==> config.mk <==
export PLATFORM = sky130hd
export DESIGN_NAME = conv_frame_ctrl_flat
export DESIGN_NICKNAME = d
export VERILOG_FILES = /design/src/rtl/conv_frame_ctrl_if.sv /design/src/rtl/conv_frame_ctrl.sv /design/src/flat_wrapper.sv
export SDC_FILE = /design/constraint.sdc
export NUM_CORES = 1
export LEC_CHECK = 0
export ABC_CLOCK_PERIOD_IN_PS = 6300
export BUFFER_PORTS_ARGS = -buffer_cell sky130_fd_sc_hd__buf_2
export CAP_MARGIN = 25
export CORE_ASPECT_RATIO = 0.8
export CORE_MARGIN = 1
export CORE_UTILIZATION = 50
export CTS_BUF_LIST = sky130_fd_sc_hd__clkbuf_16
export DETAILED_ROUTE_END_ITERATION = 8
export PLACE_DENSITY_LB_ADDON = 0.1
export SYNTH_ARGS = -nofsm -noshare
export SYNTH_HDL_FRONTEND = slang
export SYNTH_SLANG_ARGS = --single-unit
==> constraint.sdc <==
create_clock -name clk -period 6.3 [get_ports clk]
set_clock_uncertainty 0.1 [all_clocks]
set_input_delay 0.945 -clock clk [delete_from_list [all_inputs] [get_ports clk]]
set_output_delay 0.945 -clock clk [all_outputs]
set_load 0.01 [all_outputs]
==> src/rtl/conv_frame_ctrl_if.sv <==
// Memory read port and convolution-core side of the frame sequencer.
// master = sequencer, slave = memory / convolution core.
interface conv_frame_ctrl_if #(
    parameter int AW   = 14,
    parameter int P    = 4,
    parameter int BITW = 8
);
    logic              rd_en;
    logic [AW-1:0]     rd_addr;
    logic [P*BITW-1:0] rd_data;
    logic              conv_in_valid;
    logic [P*BITW-1:0] conv_in_pix_vec;
    logic [71:0]       conv_kern;
    logic [P-1:0]      conv_out_valid_vec;

    modport master (
        output rd_en, rd_addr, conv_in_valid,
        output conv_in_pix_vec, conv_kern,
        input  rd_data, conv_out_valid_vec
    );

    modport slave (
        input  rd_en, rd_addr, conv_in_valid,
        input  conv_in_pix_vec, conv_kern,
        output rd_data, conv_out_valid_vec
    );
endinterface

==> src/rtl/conv_frame_ctrl.sv <==
// Frame sequencer for the P-lane conv datapath: stream, drain, done.
// Optional frame output-count check: define CONV_FRAME_CHECK_EN.
module conv_frame_ctrl #(
    parameter int WIDTH     = 256,
    parameter int HEIGHT    = 256,
    parameter int BITW      = 8,
    parameter int P         = 4,
    parameter int AW        = 14,
    parameter int DRAIN_CYC = 80,
    parameter int CW        = 20
`ifdef CONV_FRAME_CHECK_EN
    ,
    parameter int EXP_OUT   = WIDTH * HEIGHT
`endif
) (
    input  logic          clk,
    input  logic          rst,
    input  logic          start,
    input  logic          stall,
    input  logic [71:0]   kern_cfg,
    output logic          busy,
    output logic          done,
    output logic [CW-1:0] out_cnt,
    output logic          frame_err,
    conv_frame_ctrl_if.master bus
);

    localparam int NW = WIDTH * HEIGHT / P;
    localparam int DW = $clog2(DRAIN_CYC + 1);
    localparam int PW = $clog2(P + 1);
    localparam logic [AW-1:0] LAST = AW'(NW - 1);

    typedef enum logic [1:0] {
        IDLE,
        STREAM,
        DRAIN,
        S_DONE
    } state_t;

    state_t        state;
    logic [DW-1:0] dcnt;
    logic [PW-1:0] pc;
    logic [CW:0]   sum;
    logic [CW-1:0] cnt_nxt;

    always_comb begin
        pc = '0;
        for (int i = 0; i < P; i++) begin
            pc = pc + PW'(bus.conv_out_valid_vec[i]);
        end
    end

    // Saturating lane count including this cycle's valid lanes.
    always_comb begin
        sum     = {1'b0, out_cnt} + (CW+1)'(pc);
        cnt_nxt = sum[CW] ? '1 : sum[CW-1:0];
    end

    assign busy  = (state != IDLE);
    assign done  = (state == S_DONE);
    assign bus.rd_en = (state == STREAM) && !stall;
    assign bus.conv_in_pix_vec = bus.rd_data;

`ifdef CONV_FRAME_CHECK_EN
    logic err;
    assign frame_err = err;
`else
    assign frame_err = 1'b0;
`endif

    always_ff @(posedge clk) begin
        if (rst) begin
            state             <= IDLE;
            dcnt              <= '0;
            bus.rd_addr       <= '0;
            bus.conv_in_valid <= 1'b0;
            bus.conv_kern     <= '0;
            out_cnt           <= '0;
`ifdef CONV_FRAME_CHECK_EN
            err               <= 1'b0;
`endif
        end else begin
            bus.conv_in_valid <= bus.rd_en;
            if (busy) out_cnt <= cnt_nxt;
            unique case (state)
                IDLE: begin
                    if (start) begin
                        bus.conv_kern <= kern_cfg;
                        out_cnt       <= '0;
                        bus.rd_addr   <= '0;
                        state         <= STREAM;
`ifdef CONV_FRAME_CHECK_EN
                        err           <= 1'b0;
`endif
                    end
                end
                STREAM: begin
                    // Address freezes on the last word until the next start.
                    if (bus.rd_en) begin
                        if (bus.rd_addr == LAST) begin
                            state <= DRAIN;
                            dcnt  <= DW'(DRAIN_CYC - 1);
                        end else begin
                            bus.rd_addr <= bus.rd_addr + 1'b1;
                        end
                    end
                end
                DRAIN: begin
                    if (dcnt == '0) state <= S_DONE;
                    else            dcnt  <= dcnt - 1'b1;
                end
                S_DONE: begin
                    state <= IDLE;
`ifdef CONV_FRAME_CHECK_EN
                    err   <= (cnt_nxt != CW'(EXP_OUT));
`endif
                end
                default: state <= IDLE;
            endcase
        end
    end

endmodule

==> src/flat_wrapper.sv <==
// flat-port wrapper written by rule: the top's interface ports become plain ports
module conv_frame_ctrl_flat 
#(
    parameter int WIDTH     = 256,
    parameter int HEIGHT    = 256,
    parameter int BITW      = 8,
    parameter int P         = 4,
    parameter int AW        = 14,
    parameter int DRAIN_CYC = 80,
    parameter int CW        = 20

)
  (clk, rst, start, stall, kern_cfg, busy, done, out_cnt, frame_err, bus_rd_en, bus_rd_addr, bus_conv_in_valid, bus_conv_in_pix_vec, bus_conv_kern, bus_rd_data, bus_conv_out_valid_vec);
  conv_frame_ctrl_if #(.AW(AW), .P(P), .BITW(BITW)) bus_i ();
  input  logic clk;
  input  logic rst;
  input  logic start;
  input  logic stall;
  input  logic [71:0] kern_cfg;
  output logic busy;
  output logic done;
  output logic [CW-1:0] out_cnt;
  output logic frame_err;
  output wire logic [$bits(bus_i.rd_en)-1:0] bus_rd_en;
  output wire logic [$bits(bus_i.rd_addr)-1:0] bus_rd_addr;
  output wire logic [$bits(bus_i.conv_in_valid)-1:0] bus_conv_in_valid;
  output wire logic [$bits(bus_i.conv_in_pix_vec)-1:0] bus_conv_in_pix_vec;
  output wire logic [$bits(bus_i.conv_kern)-1:0] bus_conv_kern;
  input wire logic [$bits(bus_i.rd_data)-1:0] bus_rd_data;
  input wire logic [$bits(bus_i.conv_out_valid_vec)-1:0] bus_conv_out_valid_vec;
  assign bus_rd_en = bus_i.rd_en;
  assign bus_rd_addr = bus_i.rd_addr;
  assign bus_conv_in_valid = bus_i.conv_in_valid;
  assign bus_conv_in_pix_vec = bus_i.conv_in_pix_vec;
  assign bus_conv_kern = bus_i.conv_kern;
  assign bus_i.rd_data = bus_rd_data;
  assign bus_i.conv_out_valid_vec = bus_conv_out_valid_vec;
  conv_frame_ctrl #(.WIDTH(WIDTH), .HEIGHT(HEIGHT), .BITW(BITW), .P(P), .AW(AW), .DRAIN_CYC(DRAIN_CYC), .CW(CW)) u_core (.clk(clk), .rst(rst), .start(start), .stall(stall), .kern_cfg(kern_cfg), .busy(busy), .done(done), .out_cnt(out_cnt), .frame_err(frame_err), .bus(bus_i));
endmodule
After elaboration in Yosys (flattened, before gate mapping)
Index checks and enable logic that the tools add are counted.
{ "word_totals": {"output_inout_bits": 143, "ff_bits": 116, "wordCells": 50, "in_bits": 112} }
{ "op_classes": {"mux": 17, "add_sub_neg": 6, "n_eq_ne": 10, "reduce_logical": 11} }
{ "op_table": {"columns": ["cell", "count"], "rows": [
  ["$mux W20", 4],
  ["$mux W14", 3],
  ["$pmux W14 S2", 1],
  ["$add A20 B3 Y21", 1],
  ["$mux W7", 3],
  ["$add A14 B1 Y14 const B", 1],
  ["$eq A14 B14 Y1 const B", 1],
  ["$pmux W7 S2", 1],
  ["$reduce_and A4 Y1", 3],
  ["$ne A2 B2 Y1 const B", 5],
  ["$mux W2", 4],
  ["$pmux W2 S4", 1],
  ["$logic_not A7 Y1", 1],
  ["$sub A7 B1 Y7 const B", 1],
  ["$add A3 B1 Y3", 2],
  ["$reduce_bool A2 Y1", 3],
  ["$eq A2 B2 Y1 const B", 2],
  ["$add A1 B1 Y2", 1],
  ["$eq A2 B1 Y1 const B", 1],
  ["$logic_not A2 Y1", 1],
  ["$ne A2 B1 Y1 const B", 1],
  ["$reduce_and A2 Y1", 1],
  ["$logic_and A1 B1 Y1", 1],
  ["$logic_not A1 Y1", 1]
]} }

Logic depth before layout (Yosys ltp)
Gate-level depths: netlist (run 1).
{ "logic_depth": {"ltp_word": 8, "ltp_mapped": 12, "mapped_depth_nobuf": 12} }

Worst setup path after synthesis (run 1)
Ideal clock, no wire load.
{ "synth_path": {"kind": "input-to-reg", "start": "input bus_conv_out_valid_vec[0]", "end": "register u_core.out_cnt[6]", "path_buffers": 0, "required_time_ns": 6.131, "slack_ns": 2.609, "setup_ns": 0.069, "arrival_ns": 3.522, "path_stages": 12, "cell_sequence": "ha_1 > inv_1 > fa_1 > inv_1 > ha_1 > inv_1 > fa_1 > nor2b_1 > nor2_1 > or4b_2 > mux2_2 > o21ai_1"} }
{ "synth_between": {"elab_chain_cells": 8} }
{ "synth_lines": {"columns": ["element", "line_no", "source"], "rows": [
  ["start, declared", "flat_wrapper.sv:30", "input wire logic [$bits(bus_i.conv_out_valid_vec)-1:0] bus_conv_out_valid_vec;"],
  ["$add A1 B1 Y2 (*)", "conv_frame_ctrl.sv:49", "pc = pc + PW'(bus.conv_out_valid_vec[i]);"],
  ["$add A3 B1 Y3 (*) (2 in series)", "conv_frame_ctrl.sv:49", null],
  ["$add A20 B3 Y21 (*)", "conv_frame_ctrl.sv:55", "sum = {1'b0, out_cnt} + (CW+1)'(pc);"],
  ["$mux W20 (*)", "conv_frame_ctrl.sv:56", "cnt_nxt = sum[CW] ? '1 : sum[CW-1:0];"],
  ["$mux W20 (*)", "conv_frame_ctrl.sv:84", "if (busy) out_cnt <= cnt_nxt;"],
  ["$mux W20", "conv_frame_ctrl.sv:87", "if (start) begin"],
  ["$mux W20 (*)", "conv_frame_ctrl.sv:85", "unique case (state)"],
  ["end signal, assigned", "conv_frame_ctrl.sv:84", null],
  ["end, declared", "conv_frame_ctrl.sv:23", "output logic [CW-1:0] out_cnt,"]
]} }
Every way passes the cells marked *; elsewhere a longest branch is shown, timed or not.
A chain may end at the register's enable or synchronous reset.

Final worst setup path (run 1)
{ "layout_path": {"start": "input bus_conv_out_valid_vec[0]", "end": "register u_core.out_cnt[7]"} }
Same word-level chain as after synthesis.

==> run summary, run 1 <==
Synthesized cell area -> 5180 um^2
Metal-1 WL -> 5.23 mm
Startpoint types -> input port
Largest cells by area after synthesis -> dfxtp_1 45%, nand2_1 11%, a21oi_1 7.8%
Max Slew Vio Count -> 0
RSZ-0062 raised after global routing -> no
Max Cap Violations -> 0
Initial drt markers -> 197
Clock latency at the later pin of the worst-skew pair -> 400 ps
Int Pwr -> 1.70 mW
Switch share -> 33.6%
Commonest cells post-synth -> 155 x nand2_1, 116 x dfxtp_1, 81 x a21oi_1
Final Power -> 2.55 mW
CP Class -> input port to flip-flop
Final number of setup-violating endpoints -> 0
TritonRoute pass-1 iters -> 6
Maximum clock path buffer count -> 2
Die height -> 93.1 um
Fin Hold WS -> 348 ps
Logic pwr share -> 29.4%
DIE AREA -> 10800 um^2
Final setup TNS -> 0 ps
Critical path peak fanout -> 13
Via count -> 4804
Dominant synthesized flop cell -> dfxtp_1
CP cell instances -> buf_2 -> ha_1 -> inv_1 -> fa_1 -> inv_1 -> ha_1 -> inv_1 -> fa_1 -> nor2b_1 -> o2111ai_1 -> or4_1 -> o21ai_1
FFs w/ async S/R, synth -> 0%
Place WS -> 2130 ps
Wire per inst -> 13.5 um
First-pass GRT wire length -> 20.4 mm
Sequential area share after synthesis -> 44.8%
Clock share of power -> 34.5%
Syn avg cell area -> 8.15 um^2
Top cell type's share of synthesized area -> 44.8%
Post-DP HPWL -> 8.83 mm
Peak VDD IR -> 0.215 mV
Cts bufs inserted -> 17
Critical-path top delay cell -> or4_1
Total setup buffers inserted after CTS -> 0
CTS Sinks -> 116
GRT Total Usage -> 24.1%
Metal2 WL -> 6.04 mm
CTS root buffer -> clkbuf_16
Post-Syn Instances -> 636
Routed Antenna Nets -> 0
Critical Path RT -> 6520 ps
Die X -> 116 um
Port bufs -> 189
Most used cell, CP -> inv_1
# hold bufs at CTS -> 0
Number of synthesized flops with an enable pin -> 0
Layout cells sized above 1 -> 29.9%
DP Cell Count -> 896
Nets -> 906
Post-Syn Nets -> 762
Distinct cells, synth -> 57
Reg power frac -> 36.1%
Site row count -> 32
Final WS setup -> 2520 ps
Tcrit/Tclk final -> 60.0%
Starting density of the core -> 52.6%
RD Place Congestion -> 0.783
Core footprint -> 9850 um^2
Kind of end point of the critical path -> flip-flop
Largest area contributor in the netlist -> dfxtp_1
Fin. Hold Viols -> 0
Top Layer Used -> met4
Arr. time, crit path -> 4000 ps
Initial antenna violation count -> 0
Largest net degree at the start of global routing -> 78
Slew @ Worst Pin -> 861 ps
H-tree levels -> 4
Post-CTS Resized -> 0
Min Tclk post-route -> 3780 ps
# DRC -> 0
Final Instance Count excl. Fillers -> 928
Met3 WL -> 937 um
Critical path's largest stage delay -> 750 ps
P_sw -> 0.857 mW
Diode count -> 0
Fmax -> 265 MHz
Status -> finished clean
Synthesized flop and latch total -> 116
Number of global-route vias before repair -> 4585
Detailed Route WL -> 12.6 mm
Power Density -> 394 nW/um^2
Most common cell in the netlist -> nand2_1
Synth Warn # -> 0
Slew headroom -> 42.6%
Hold Path Class -> flip-flop to flip-flop
Drt via density -> 5.18
IO Count -> 255
Lkg Pwr -> 2.91 nW
Layout area overhead -> 25.1%
Clk pin slew, worst setup/hold paths -> 50 ps
CTS tree -> yes
Total gr overflow -> 0
-- sequential cells by signal (all words and copies together) (netlist names) --
name and flops:
u_core.out_cnt 20, u_core.state 2, u_core.bus.conv_in_valid 1, u_core.bus.rd_addr 14
u_core.bus.conv_kern 72, u_core.dcnt 7
-- final cells by class --
cell class,count,area (um^2)
Inverter,25,93.8
Multi-Input combinational cell,426,2370
Clock inverter,14,120
Sequential cell,116,2320
Timing Repair Buffer,194,983
Fill cell,896,3370
Tap cell,136,170
Clock buffer,17,425
-- per-layer routing --
metal | vias to the layer above | GRT usage, %
met5 | - | 0
met4 | 0 | 12.9
met3 | 45 | 7.78
met2 | 160 | 40.9
met1 | 2218 | 26.7
li1 | 2381 | -
-- final timing paths --
| check | from | endpoint | slack [ps] | depth (start not counted) |
|---|---|---|---|---|
| setup / recovery | bus_conv_out_valid_vec[0] | u_core.out_cnt[7] | 2520 | 12 |
| hold / removal | u_core.bus.conv_kern[54] | u_core.bus.conv_kern[54] | 350 | 2 |
| setup reg to reg | u_core.state[1] | u_core.bus.rd_addr[11] | 3520 | 7 |
| hold reg to reg | u_core.bus.conv_kern[54] | u_core.bus.conv_kern[54] | 350 | 2 |
-- power groups by stage --
stage	combinational, mW	clock (mW)	sequential, mW
3_3_place_gp	0.728	0	0.928
3_5_place_dp	0.750	0	0.934
5_1_grt	0.844	0.930	0.936
4_1_cts	0.754	0.900	0.921
2_1_floorplan	0.500	0	0.973
6_report	0.752	0.881	0.921
-- cells by family (layout without fill, tap and decap cells) --
logic type	Yosys count	in the layout	synth area share (%)
and+or+nand+nor	247	247	21.4
AOI/OAI and AO/OA	136	136	15.6
DFF	116	116	44.8
buffers and inverters	94	250	9.56
xor gates and xnor gates	24	24	4.06
adders and majority gates	14	14	3.67
muxes	4	4	0.821
other	1	1	0.0724
-- stage by stage --
step | area (um^2) | utilization [%]
final | 6480 | 65.8
after global placement | 5930 | 60.2
after floorplan | 5180 | -
after detailed placement | 5930 | 60.2
after CTS | 6480 | 65.8
after global routing | 6480 | 65.8
-- cell usage in the layout (no fill, tap or decap), types with 3 or more instances in the layout --
cell type,instances
a211oi_1,8
a211oi_2,3
a21o_1,4
a21oi_1,81
a22oi_1,3
and3_1,4
and4_1,3
buf_2,189
buf_4,5
clkbuf_16,17
clkinv_1,5
clkinv_2,5
dfxtp_1,116
ha_1,12
inv_1,25
nand2_1,154
nand3_1,13
nand4_1,3
nor2_1,26
nor3_1,13
nor4_1,5
o211ai_1,3
o21ai_0,4
o21ai_1,14
or2_2,3
or4_1,4
xnor2_1,22
-- worst max-delay path, delay by kind of cell --
family          cells  cell delay (ps)
simple gates        2              980
fa+ha+maj           4             1240
buf+inv             4              300
compound gates      2              540
(Power assumes the default switching activity.)
==> run 2, diff against run 1 <==
--- a/config.mk
+++ b/config.mk
@@ -5,12 +5,13 @@
 export SDC_FILE = /design/constraint.sdc
 export NUM_CORES = 1
 export LEC_CHECK = 0
-export ABC_CLOCK_PERIOD_IN_PS = 6300
+export ABC_AREA = 1
+export ABC_CLOCK_PERIOD_IN_PS = 3700
 export BUFFER_PORTS_ARGS = -buffer_cell sky130_fd_sc_hd__buf_2
 export CAP_MARGIN = 25
 export CORE_ASPECT_RATIO = 0.8
 export CORE_MARGIN = 1
-export CORE_UTILIZATION = 50
+export CORE_UTILIZATION = 47
 export CTS_BUF_LIST = sky130_fd_sc_hd__clkbuf_16
 export DETAILED_ROUTE_END_ITERATION = 8
 export PLACE_DENSITY_LB_ADDON = 0.1
==> constraint.sdc (replaced) <==
create_clock -name clk -period 3.7 [get_ports clk]
set_clock_uncertainty 0.1 [all_clocks]
set_input_delay 0.555 -clock clk [delete_from_list [all_inputs] [get_ports clk]]
set_output_delay 0.555 -clock clk [all_outputs]
set_load 0.01 [all_outputs]
==> run summary, run 2 <==
# hold bufs at CTS -> 0 (unchanged)
Synthesized flop and latch total -> 116 (unchanged)
RD Place Congestion -> 0.868 (+11%)
Final WS setup -> 704 ps (-1820 ps)
Via count -> 5459 (+14%)
Lkg Pwr -> 3.30 nW (+13%)
Wire per inst -> 13.4 um (-0.88%)
Syn avg cell area -> 7.00 um^2 (-14%)
Final setup TNS -> 0 ps (unchanged)
CTS root buffer -> clkbuf_16
Commonest cells post-synth -> 206 x nor2_1, 135 x nand2_1, 116 x dfxtp_1
Total setup buffers inserted after CTS -> 0 (unchanged)
Max reg flops -> 72 (unchanged)
Critical Path RT -> 3930 ps (-2590 ps)
Simple-Gate Fraction of Synth Area -> 31.3% (+9.9 points)
Post-DP HPWL -> 10.1 mm (+14%)
Post-Syn Nets -> 909 (+19%)
Top cell type's share of synthesized area -> 42.4% (-2.5 points)
Starting density of the core -> 49.4% (-3.2 points)
Post-Syn Instances -> 783 (+23%)
Top reg by flops -> u_core.bus.conv_kern
Diode count -> 0 (unchanged)
DP Cell Count -> 1055 (+18%)
RSZ-0062 raised after global routing -> no
Synth Area in Adders -> 3.47% (-0.20 points)
Core footprint -> 11100 um^2 (+13%)
Fin. Hold Viols -> 0 (unchanged)
Initial drt markers -> 325 (+65%)
Slew headroom -> 37.2% (-5.4 points)
Status -> finished clean
Critical path peak fanout -> 18 (+5)
Final number of setup-violating endpoints -> 0 (unchanged)
Largest cells by area after synthesis -> dfxtp_1 42%, nor2_1 14%, nand2_1 9.2%
CTS Sinks -> 116 (unchanged)
Arr. time, crit path -> 3220 ps (-780 ps)
R2R Path Start -> u_core.state[0]
Clk pin slew, worst setup/hold paths -> 60 ps (about the same)
Min Tclk post-route -> 3000 ps
Max Slew Vio Count -> 0 (unchanged)
Initial antenna violation count -> 0 (unchanged)
Dominant synthesized flop cell -> dfxtp_1
Leading cell type in the layout, fill and taps excluded -> nor2_1
Startpoint types -> input port
Die X -> 123 um (+6.0%)
Maximum clock path buffer count -> 2 (unchanged)
Final Instance Count excl. Fillers -> 1087 (+17%)
H-tree levels -> 4 (unchanged)
Kind of end point of the critical path -> flip-flop
Regs by FF count -> u_core.bus.conv_kern x72, u_core.out_cnt x20, u_core.bus.rd_addr x14
Synth Warn # -> 0 (unchanged)
Synthesized cell area -> 5480 um^2 (+5.8%)
GRT Total Usage -> 24.5% (+0.37 points)
CTS tree -> yes
TritonRoute pass-1 iters -> 7 (+1)
Fmax -> 334 MHz
CP Class -> input port to flip-flop
Port bufs -> 189 (unchanged)
Main combinational cell family by area after synthesis -> simple AND/OR/NAND/NOR gates
Sequential area share after synthesis -> 42.4% (-2.5 points)
Distinct cells, synth -> 34 (-40%)
R2R Setup Slk -> 1310 ps (-2210 ps)
Most frequent cells in the layout -> 206 x nor2_1, 189 x buf_2, 134 x nand2_1
# DRC -> 0 (unchanged)
Hold Path Depth -> 3 (+1)
Largest area contributor in the netlist -> dfxtp_1
Site row count -> 34 (+6.3%)
Place WS -> 280 ps (-1850 ps)
FFs w/ async S/R, synth -> 0% (unchanged)
Number of synthesized flops with an enable pin -> 0 (unchanged)
Hold Path Class -> input port to flip-flop
Peak VDD IR -> 0.361 mV (+68%)
Slew @ Worst Pin -> 939 ps (+78.1 ps)
Clock latency at the later pin of the worst-skew pair -> 410 ps (about the same)
Routed Antenna Nets -> 0 (unchanged)
DIE AREA -> 12100 um^2 (+12%)
Layout area overhead -> 26.0%
RR Endpoint -> u_core.bus.rd_addr[6]
Hold Startpoint -> kern_cfg[1]
Layout cells sized above 1 -> 26.2% (-3.7 points)
Cts bufs inserted -> 17 (unchanged)
First-pass GRT wire length -> 23.5 mm (+15%)
IO Count -> 255 (unchanged)
Largest net degree at the start of global routing -> 77 (-1.3%)
Max Cap Violations -> 0 (unchanged)
Hold Path Sink -> u_core.bus.conv_kern[1]
Mux cell area share after synthesis -> 0% (-0.82 points)
Synth Area in Compound Gates -> 11.4% (-4.2 points)
Detailed Route WL -> 14.6 mm (+16%)
Most common cell in the netlist -> nor2_1
Total gr overflow -> 0 (unchanged)
Die height -> 98.6 um (+6.0%)
R2R depth -> 9 (+2)
Drt via density -> 5.02 (-3.0%)
Tcrit/Tclk final -> 81.0%
Post-CTS Resized -> 0 (unchanged)
Power Density -> 736 nW/um^2 (+87%)
Number of global-route vias before repair -> 5108 (+11%)
Post-synthesis xor/xnor area fraction -> 0.799% (-3.3 points)
Nets -> 1056 (+17%)
[run 2: cell count changes in the layout (fill, tap and decap cells not counted), moves of 14 or more]
cell,change
o21ai_0,+84
nor2_1,+180
nand3_1,+16
nand2_1,-20
a21oi_1,-55
o21ai_1,-14
inv_1,+24
xnor2_1,-19
[run 2: critical path, stage by stage]
cell and delay [ps]:
buf_2 110, ha_1 280, inv_1 70, fa_1 400, inv_1 60, ha_1 130
inv_1 60, fa_1 350, inv_1 80, nand2_1 60, nand2_1 100, nand2_1 150
nor2_4 200, nand3_4 100, nor2_4 130, nand3_4 210, o21ai_0 190
[run 2: per-stage QoR]
| step | util, % | hold WS [ps] | total power, mW | cell area (um^2) |
|---|---|---|---|---|
| 2_1_floorplan | - | 372 | 2.82 | 5480 |
| 3_3_place_gp | 56.4 | 357 | 3.25 | 6260 |
| 3_5_place_dp | 56.4 | 367 | 3.29 | 6260 |
| 4_1_cts | 62.2 | 284 | 5.12 | 6910 |
| 5_1_grt | 62.2 | 297 | 5.42 | 6910 |
| 6_report | 62.2 | 296 | 5.09 | 6910 |
[run 2: metal layers]
layer / vias to the layer above / part of all wire, % / global-route usage (%)
met1: 2476 / 43 / 29.0
met4: 0 / 2.1 / 9.10
met2: 189 / 47 / 40.8
li1: 2757 / - / -
met3: 37 / 7.8 / 8.22
met5: - / 0 / 0
[run 2: how the worst max path moves through the flow]
stage | from | to | slack, ps | cells past startpoint
global route | bus_conv_out_valid_vec[0] | u_core.out_cnt[4] | 440 | 17
detailed placement | bus_conv_out_valid_vec[0] | u_core.out_cnt[14] | 280 | 17
CTS | bus_conv_out_valid_vec[0] | u_core.out_cnt[14] | 700 | 17
floorplan | bus_conv_out_valid_vec[0] | u_core.out_cnt[12] | 680 | 17
finish | bus_conv_out_valid_vec[0] | u_core.out_cnt[14] | 700 | 17
global placement | bus_conv_out_valid_vec[0] | u_core.out_cnt[4] | 390 | 17
[run 2: cell type report]
class / instances / area, um^2
inverters: 53 / 199
clock inverters: 15 / 228
repair buffers: 193 / 976
flip-flops and latches: 116 / 2320
multi-input cells: 549 / 2580
well taps: 144 / 180
fillers: 1001 / 4190
clock buffers: 17 / 425
[run 2: cell families (layout without fill, tap and decap cells)]
group / Yosys count / after routing
AND/OR/NAND/NOR: 408 / 408
AO/OA/AOI/OAI: 121 / 121
buffers and inverters: 118 / 278
flip-flops: 116 / 116
adder cells (fa/ha/maj): 14 / 14
XOR/XNOR: 5 / 5
other: 1 / 1
[run 2: where the power goes]
| group | leakage, nW | internal [mW] | switching [mW] |
|---|---|---|---|
| logic | 2.03 | 0.557 | 1.07 |
| registers | 0.952 | 1.51 | 0.140 |
| clock network | 0.316 | 1.20 | 0.608 |
| total | 3.30 | 3.26 | 1.82 |
==> run 3, diff against run 2 <==
--- a/config.mk
+++ b/config.mk
@@ -6,12 +6,12 @@
 export NUM_CORES = 1
 export LEC_CHECK = 0
 export ABC_AREA = 1
-export ABC_CLOCK_PERIOD_IN_PS = 3700
+export ABC_CLOCK_PERIOD_IN_PS = 2400
 export BUFFER_PORTS_ARGS = -buffer_cell sky130_fd_sc_hd__buf_2
 export CAP_MARGIN = 25
 export CORE_ASPECT_RATIO = 0.8
 export CORE_MARGIN = 1
-export CORE_UTILIZATION = 47
+export CORE_UTILIZATION = 42
 export CTS_BUF_LIST = sky130_fd_sc_hd__clkbuf_16
 export DETAILED_ROUTE_END_ITERATION = 8
 export PLACE_DENSITY_LB_ADDON = 0.1
==> constraint.sdc (replaced) <==
create_clock -name clk -period 2.4 [get_ports clk]
set_clock_uncertainty 0.1 [all_clocks]
set_input_delay 0.36 -clock clk [delete_from_list [all_inputs] [get_ports clk]]
set_output_delay 0.36 -clock clk [all_outputs]
set_load 0.01 [all_outputs]
==> run summary, run 3 (same netlist as run 2, synthesis figures left out) <==
Leading cell type in the layout, fill and taps excluded -> nor2_1
Startpoint types -> input port
Most frequent cells in the layout -> 204 x nor2_1, 187 x buf_2, 128 x nand2_1
Site row count -> 36 (+5.9%)
Routed Antenna Nets -> 0 (unchanged)
Drt via density -> 4.77 (-5.1%)
Min Tclk post-route -> 2490 ps
Maximum clock path buffer count -> 2 (unchanged)
Failing checks -> negative setup slack
Slew @ Worst Pin -> 815 ps (-124 ps)
Total gr overflow -> 0 (unchanged)
Fmax -> 401 MHz
RSZ-0062 raised after global routing -> yes
Regs by FF count -> u_core.bus.conv_kern x72, u_core.out_cnt x20, u_core.bus.rd_addr x14
CP Class -> input port to flip-flop
Fin. Hold Viols -> 0 (unchanged)
Final Instance Count excl. Fillers -> 1132 (+4.1%)
Hold Path Class -> input port to flip-flop
Fin Hold WS -> 105 ps (-191 ps)
Port bufs -> 189 (unchanged)
Critical path peak fanout -> 5 (-13)
H-tree levels -> 4 (unchanged)
Final WS setup -> -94.6 ps (-798 ps)
DIE AREA -> 13500 um^2 (+12%)
DP Cell Count -> 1094 (+3.7%)
Max Cap Violations -> 0 (unchanged)
CTS Sinks -> 116 (unchanged)
Status -> complete, but fails checks
IO Count -> 255 (unchanged)
Kind of end point of the critical path -> flip-flop
Layout area overhead -> 31.5%
Nets -> 1074 (+1.7%)
Starting density of the core -> 44.1% (-5.3 points)
Layout cells sized above 1 -> 29.4% (+3.3 points)
Lkg Pwr -> 3.39 nW (+2.9%)
Final setup TNS -> -1310 ps (-1310 ps)
# hold bufs at CTS -> 0 (unchanged)
Detailed Route WL -> 14.7 mm (+0.54%)
Tcrit/Tclk final -> 104%
Diode count -> 0 (unchanged)
Initial antenna violation count -> 0 (unchanged)
CTS tree -> yes
RD Place Congestion -> 0.853 (-1.7%)
First-pass GRT wire length -> 23.3 mm (-0.71%)
Power Density -> 1090 nW/um^2 (+48%)
Cts bufs inserted -> 17 (unchanged)
# DRC -> 0 (unchanged)
Max Slew Vio Count -> 0 (unchanged)
Top reg by flops -> u_core.bus.conv_kern
Post-DP HPWL -> 9.82 mm (-2.6%)
Initial drt markers -> 348 (+7.1%)
Peak VDD IR -> 0.485 mV (+35%)
Arr. time, crit path -> 2720 ps (-500 ps)
Via count -> 5394 (-1.2%)
Number of global-route vias before repair -> 4742 (-7.2%)
Clock latency at the later pin of the worst-skew pair -> 400 ps (about the same)
Clk pin slew, worst setup/hold paths -> 60 ps (about the same)
GRT Total Usage -> 21.6% (-2.9 points)
Final number of setup-violating endpoints -> 18 (+18)
TritonRoute pass-1 iters -> 6 (-1)
Slew headroom -> 45.4% (+8.2 points)
Max reg flops -> 72 (unchanged)
Core footprint -> 12400 um^2 (+12%)
Die X -> 130 um (+5.7%)
Largest net degree at the start of global routing -> 76 (-1.3%)
Wire per inst -> 13.0 um (-3.5%)
CTS root buffer -> clkbuf_16
Place WS -> -612 ps (-892 ps)
Die height -> 104 um (+5.7%)
Critical Path RT -> 2630 ps (-1300 ps)
-- run 3: worst paths after layout --
check / from / to / slack (ps) / depth (start not counted)
worst max-delay path: bus_conv_out_valid_vec[0] / u_core.out_cnt[9] / -90 / 17
worst min-delay path: kern_cfg[13] / u_core.bus.conv_kern[13] / 110 / 3
worst max register to register: u_core.out_cnt[0] / u_core.out_cnt[9] / 300 / 12
worst min register to register: u_core.bus.conv_kern[45] / u_core.bus.conv_kern[45] / 370 / 2
-- run 3: layout make-up --
| cell class | instances | area [um^2] |
|---|---|---|
| clock inverters | 15 | 205 |
| multi-input cells | 552 | 2700 |
| flip-flops and latches | 116 | 2320 |
| inverters | 53 | 199 |
| well taps | 171 | 214 |
| clock buffers | 17 | 425 |
| repair buffers | 208 | 1140 |
| fillers | 1245 | 5220 |
-- run 3: stage by stage --
step                      utilization (%)  instance area, um^2  power, mW
after global placement               51.9                 6450       5.23
after floorplan                         -                 5520       4.36
after CTS                            57.7                 7180       7.93
final                                58.0                 7210       7.86
after detailed placement             51.9                 6450       5.23
after global routing                 58.0                 7210       8.42
-- run 3: what timing repair did --
action                                  CTS  global route
cloned                                    3             0
gates resized for setup                  12            10
setup buffers                             3             1
pin swaps                                 9             3
endpoints found under the setup margin   18            20
-- run 3: worst max-delay path: stages --
cell and delay [ps]:
buf_6 100, ha_4 250, inv_2 30, fa_1 420, inv_1 70, ha_2 160
inv_2 40, fa_2 330, inv_2 80, nand2_4 60, nand2_4 80, nand2_4 50
nor2_4 110, nand3_4 90, nor2_4 250, nand3_4 150, o21ai_1 120
-- run 3: metal layers --
metal,track usage (%),up-vias,share of wire (%)
li1,-,2801,-
met4,7.06,0,1.5
met1,29.1,2387,48
met2,33.7,162,44
met3,5.14,44,6.1
met5,0,-,0
-- run 3: power by group --
part           switching, mW  internal, mW  total, mW
sequential             0.200          2.32       2.52
combinational           1.70         0.964       2.66
clock                  0.925          1.74       2.67
total                   2.82          5.03       7.86
